File: config.mk
export PLATFORM = sky130hd
export DESIGN_NAME = mix_columns_seq_flat
export DESIGN_NICKNAME = d
export VERILOG_FILES = /design/src/rtl/mix_columns_seq_if.sv /design/src/rtl/mix_columns_seq.sv /design/src/flat_wrapper.sv
export SDC_FILE = /design/constraint.sdc
export NUM_CORES = 1
export LEC_CHECK = 0
export ABC_AREA = 1
export ABC_CLOCK_PERIOD_IN_PS = 11250
export CORE_UTILIZATION = 35
export CTS_CLUSTER_DIAMETER = 30
export DETAILED_ROUTE_END_ITERATION = 10
export PLACE_DENSITY = 0.67
export SYNTH_ARGS = -nofsm -noshare
export SYNTH_HDL_FRONTEND = slang
export SYNTH_SLANG_ARGS = --single-unit
File: constraint.sdc
create_clock -name clk -period 11.25 [get_ports clk]
set_input_delay 2.25 -clock clk [delete_from_list [all_inputs] [get_ports clk]]
set_output_delay 2.25 -clock clk [all_outputs]
set_load 0.005 [all_outputs]
File: src/rtl/mix_columns_seq_if.sv
// Handshake bundle for the MixColumns engine: input state port and result port.
// master = upstream/downstream side, slave = the engine itself.
interface mix_columns_seq_if;
  logic         in_valid;
  logic         in_ready;
  logic         inv;
  logic [127:0] state_in;
  logic         out_valid;
  logic         out_ready;
  logic [127:0] state_out;

  modport master (
    output in_valid, inv, state_in, out_ready,
    input  in_ready, out_valid, state_out
  );

  modport slave (
    input  in_valid, inv, state_in, out_ready,
    output in_ready, out_valid, state_out
  );
endinterface

File: src/rtl/mix_columns_seq.sv
// Sequential MixColumns / InvMixColumns: latches a 128-bit state, transforms
// COLS_PER_CYCLE columns per clock, then holds the result on a valid/ready port.
module mix_columns_seq #(
  parameter int COLS_PER_CYCLE = 1
) (
  input  logic              clk,
  input  logic              rst,
  mix_columns_seq_if.slave  io,
  output logic              busy
);

  localparam logic [1:0] STEP = 2'(COLS_PER_CYCLE);
  localparam logic [1:0] LAST = 2'(4 - COLS_PER_CYCLE);

  generate
    if (!(COLS_PER_CYCLE == 1 || COLS_PER_CYCLE == 2 || COLS_PER_CYCLE == 4)) begin : g_bad_cfg
      $error("mix_columns_seq: COLS_PER_CYCLE must be 1, 2 or 4");
    end
  endgenerate

  typedef enum logic [1:0] {IDLE = 2'd0, RUN = 2'd1, HOLD = 2'd2} fsm_e;

  fsm_e         fsm_q, fsm_d;
  logic [127:0] work_q, work_d;
  logic [127:0] out_q, out_d;
  logic         inv_q, inv_d;
  logic [1:0]   col_idx_q, col_idx_d;
  logic         in_ready, out_valid, accept;

  logic [COLS_PER_CYCLE-1:0][1:0]  lane_idx;
  logic [COLS_PER_CYCLE-1:0][31:0] lane_in;
  logic [COLS_PER_CYCLE-1:0][31:0] lane_out;

  function automatic logic [7:0] xtime(input logic [7:0] b);
    return {b[6:0], 1'b0} ^ (b[7] ? 8'h1B : 8'h00);
  endfunction

  // One column, both directions share the x2/x4/x8 chain; inverse
  // coefficients are sums of chain taps (0E=8+4+2, 0B=8+2+1, 0D=8+4+1, 09=8+1).
  function automatic logic [31:0] mix_col(input logic dir_inv, input logic [31:0] col);
    logic [3:0][7:0] a, x2, x4, x8, r;
    logic [7:0]      fwd, bwd;
    a = col;
    for (int i = 0; i < 4; i++) begin
      x2[i] = xtime(a[i]);
      x4[i] = xtime(x2[i]);
      x8[i] = xtime(x4[i]);
    end
    for (int i = 0; i < 4; i++) begin
      fwd = x2[i] ^ x2[(i+1)%4] ^ a[(i+1)%4] ^ a[(i+2)%4] ^ a[(i+3)%4];
      bwd = (x8[i] ^ x4[i] ^ x2[i])
          ^ (x8[(i+1)%4] ^ x2[(i+1)%4] ^ a[(i+1)%4])
          ^ (x8[(i+2)%4] ^ x4[(i+2)%4] ^ a[(i+2)%4])
          ^ (x8[(i+3)%4] ^ a[(i+3)%4]);
      r[i] = dir_inv ? bwd : fwd;
    end
    return r;
  endfunction

  genvar k;
  generate
    for (k = 0; k < COLS_PER_CYCLE; k++) begin : g_lane
      assign lane_idx[k] = col_idx_q + 2'(k);
      assign lane_in[k]  = work_q[32*lane_idx[k] +: 32];
      assign lane_out[k] = mix_col(inv_q, lane_in[k]);
    end
  endgenerate

  // Columns are transformed in place in work_q; out_q only changes on
  // completion so a partial result is never observable downstream.
  always_comb begin
    fsm_d     = fsm_q;
    work_d    = work_q;
    out_d     = out_q;
    inv_d     = inv_q;
    col_idx_d = col_idx_q;
    in_ready  = 1'b0;
    out_valid = 1'b0;
    accept    = 1'b0;
    case (fsm_q)
      IDLE: begin
        in_ready = 1'b1;
        accept   = io.in_valid;
      end
      RUN: begin
        for (int i = 0; i < COLS_PER_CYCLE; i++)
          work_d[32*lane_idx[i] +: 32] = lane_out[i];
        col_idx_d = col_idx_q + STEP;
        if (col_idx_q == LAST) begin
          out_d = work_d;
          fsm_d = HOLD;
        end
      end
      HOLD: begin
        out_valid = 1'b1;
        if (io.out_ready) begin
          in_ready = 1'b1;
          accept   = io.in_valid;
          if (!io.in_valid) fsm_d = IDLE;
        end
      end
      default: fsm_d = IDLE;
    endcase
    if (accept) begin
      work_d    = io.state_in;
      inv_d     = io.inv;
      col_idx_d = '0;
      fsm_d     = RUN;
    end
  end

  always_ff @(posedge clk or posedge rst) begin
    if (rst) begin
      fsm_q     <= IDLE;
      work_q    <= '0;
      out_q     <= '0;
      inv_q     <= 1'b0;
      col_idx_q <= '0;
    end else begin
      fsm_q     <= fsm_d;
      work_q    <= work_d;
      out_q     <= out_d;
      inv_q     <= inv_d;
      col_idx_q <= col_idx_d;
    end
  end

  assign io.in_ready  = in_ready;
  assign io.out_valid = out_valid;
  assign io.state_out = out_q;
  assign busy         = (fsm_q != IDLE);

endmodule

File: src/flat_wrapper.sv
// flat-port wrapper written by rule: the top's interface ports become plain ports
module mix_columns_seq_flat 
#(
  parameter int COLS_PER_CYCLE = 1
)
  (clk, rst, busy, io_in_valid, io_inv, io_state_in, io_out_ready, io_in_ready, io_out_valid, io_state_out);
  mix_columns_seq_if io_i ();
  input  logic clk;
  input  logic rst;
  output logic busy;
  input wire logic [$bits(io_i.in_valid)-1:0] io_in_valid;
  input wire logic [$bits(io_i.inv)-1:0] io_inv;
  input wire logic [$bits(io_i.state_in)-1:0] io_state_in;
  input wire logic [$bits(io_i.out_ready)-1:0] io_out_ready;
  output wire logic [$bits(io_i.in_ready)-1:0] io_in_ready;
  output wire logic [$bits(io_i.out_valid)-1:0] io_out_valid;
  output wire logic [$bits(io_i.state_out)-1:0] io_state_out;
  assign io_i.in_valid = io_in_valid;
  assign io_i.inv = io_inv;
  assign io_i.state_in = io_state_in;
  assign io_i.out_ready = io_out_ready;
  assign io_in_ready = io_i.in_ready;
  assign io_out_valid = io_i.out_valid;
  assign io_state_out = io_i.state_out;
  mix_columns_seq #(.COLS_PER_CYCLE(COLS_PER_CYCLE)) u_core (.clk(clk), .rst(rst), .io(io_i), .busy(busy));
endmodule
==> results.toml <==
[synthesis]
synth-seq-cells = 261
synth_area_sq_um = 19570
netlist_top_cells_count = "nand2_1 (1,453), nand3_1 (262), dfrtp_1 (261)"
yosysWarnings = 0
netlist.area_leader.share_pct = 33.38
synth_area_leaders = "dfrtp_1 (33%), nand2_1 (28%), nand3_1 (6.7%)"
synth.largest_area_cell = "dfrtp_1"
synth_cell_types = 47
synth_area_per_cell_sq_um = 6.660
ys_seq_area_share_pct = 33.38
synth_flop_cell = "dfrtp_1"
synth.most_common_cell = "nand2_1"
ys_async_sr_fraction_pct = 100.0
syn_nets = 3077
postSynthCellCount = 2938
synth_edf_count = 0

[clocking]
cts_tree = "done"
cts_buffers = 50
cts_hold_buf = 0
insertion_delay_ns = 0.58
cts_max_path_buffers = 3
post_cts_buffers = 0
clk_pin_slew_worst_paths_ns = 0.05
htreeDepth = 2
cts_resized = 0
clockRootBuffer = "clkbuf_16"
cts_sinks = 261

[finish]
final_area_sq_um = 24310
layout.nets = 3269
fillers = 5623
drive_above_1_share_pct = 9.401
final_cells = 3921
synthToLayoutAreaGrowth_pct = 24.27

[setup_path]
crit_type = "in2out"
slowest_delay_ns = 0.53
crit_path_start_kind = "input pin"
path_buf_inv = 3
cp_data_required_time_ns = 9.00
cp_cell_sequence = "clkdlybuf4s50_1, inv_1, a21oi_1, clkdlybuf4s50_1"
slowest_stage = "clkdlybuf4s50_1"
critPathTopFamily = "buffers and inverters"
crit_top_cell = "clkdlybuf4s50_1"
crit_fanout = 2
end_kind = "primary output"
arrival_ns = 3.44

[grt]
grt.total_usage_pct = 29.38
grt_pass1_vias = 19490
antenna_found_initial = 1
grt_max_degree = 146
grt-ovfl-total = 0
grt_pass1_wl_microns = 124000

[timing]
setup_viol = 0
min_period_over_period_pct = 50.57
clock_skew_ns = 0.02816
finalSetupTns_ns = 0
hold_violations = 0
fin_crit_ns = 5.689
worstMarginPinSlew_ns = 1.252
max-slew-margin-rel_pct = 16.44
fmax_mhz = 175.8
slew_violations = 0
rsz0062_at_grt = "false"

[die]
die_h_microns = 238.4
row_count = 86
start_util_pct = 35.45
io_pins = 264
die_area_sq_um = 56850
die_w_microns = 238.4
core_sq_um = 55200

[place]
place_congestion = 1.076
post-dp-hpwl_microns = 62570
place_inst = 3826
placed_cell_area_sq_um = 22580
port-buffer-count = 263

[routing]
firstDrtPassIters = 6
ant_nets = 0
via_per_inst = 5.254
drc = 0
routedWlPerCell_microns = 21.42
vias = 20600
routed_wl_microns = 84000
drt_iter0_drc = 2677

[job]
maxCapViolations = 0

[status]
status = "complete, no violations"

[min_path]
hp-class = "reg2reg"
-- logic make-up (layout without fill, tap and decap cells) --
group / count (synthesis) / in the layout / synth area share, %
buffers and inverters: 354 / 586 / 7.878
adder cells (fa/ha/maj): 6 / 6 / 0.3837
other: 0 / 3 / 0
XOR/XNOR: 182 / 182 / 9.048
flip-flops: 261 / 261 / 33.38
AND/OR/NAND/NOR: 1906 / 1906 / 41.77
AO/OA/AOI/OAI: 229 / 229 / 7.539
-- state kept, by name, indices dropped and copies added, names as in the netlist --
register,count
u_core.inv_q,1
u_core.fsm_q,2
u_core.io.state_out,128
u_core.work_q,128
u_core.col_idx_q,2
-- cell usage in the layout, fill, tap and decap left out, types with 35 or more instances in the layout --
master           netlist  layout
a22o_1                39      39
nand2_2               60      60
clkdlybuf4s50_1        0     263
nand3_1              262     262
dfrtp_1              261     260
inv_1                189     186
xor2_1               107     107
nand2_1             1453    1452
xnor2_1               56      56
o21ai_1               54      54
nand4_1               35      35
o21ai_0               64      64
clkbuf_16              0      50
-- cell type report --
class	instances	area, sq um	share of cell area [%]
Tap cell	748	935.9	3.849
Timing Repair Buffer	281	2780	11.43
Antenna cell	3	7.507	0.03088
Multi-Input combinational cell	2323	11510	47.36
Inverter	213	814.5	3.350
Clock inverter	36	432.9	1.780
Clock buffer	56	1294	5.321
Sequential cell	261	6535	26.88
-- stage by stage --
step                      hold slack [ns]  utilization [%]  setup slack (ns)
final                              0.4715            44.05             5.561
after global routing               0.4927            44.03             5.476
after CTS                          0.4788            44.03             5.563
after detailed placement           0.4644            40.91             5.564
after global placement             0.4629            40.91             5.551
after floorplan                    0.4724                -             1.817
-- tightest hold or removal path, cell delays in order, from the launching register on --
cell	delay, ns
dfrtp_1	0.33
nand2_1	0.05
nand2_1	0.06
-- layer usage --
metal  global-route usage [%]  vias up  part of all wire (%)
li1                         -     9646                     -
met1                    37.90     9552                    39
met2                    43.48     1123                    43
met3                    5.865      280                   9.9
met4                    21.81        0                   8.2
met5                        0        -                     0
-- path summary, 6_finish.rpt --
kind,from,end,slack (ns),cells after the start
max in group asynchronous,rst,u_core.col_idx_q[0],7.58,3
max reg2reg,u_core.col_idx_q[1],u_core.io.state_out[52],6.21,20
min in group asynchronous,rst,u_core.io.state_out[15],2.22,2
min,u_core.io.state_out[28],u_core.io.state_out[28],0.47,2
min reg2reg,u_core.io.state_out[28],u_core.io.state_out[28],0.47,2
max,io_out_ready,io_in_ready,5.56,4
Power is left out: the tool's default activity adds up to more than one toggle a clock period on the data nets, which glitch-free logic cannot reach.
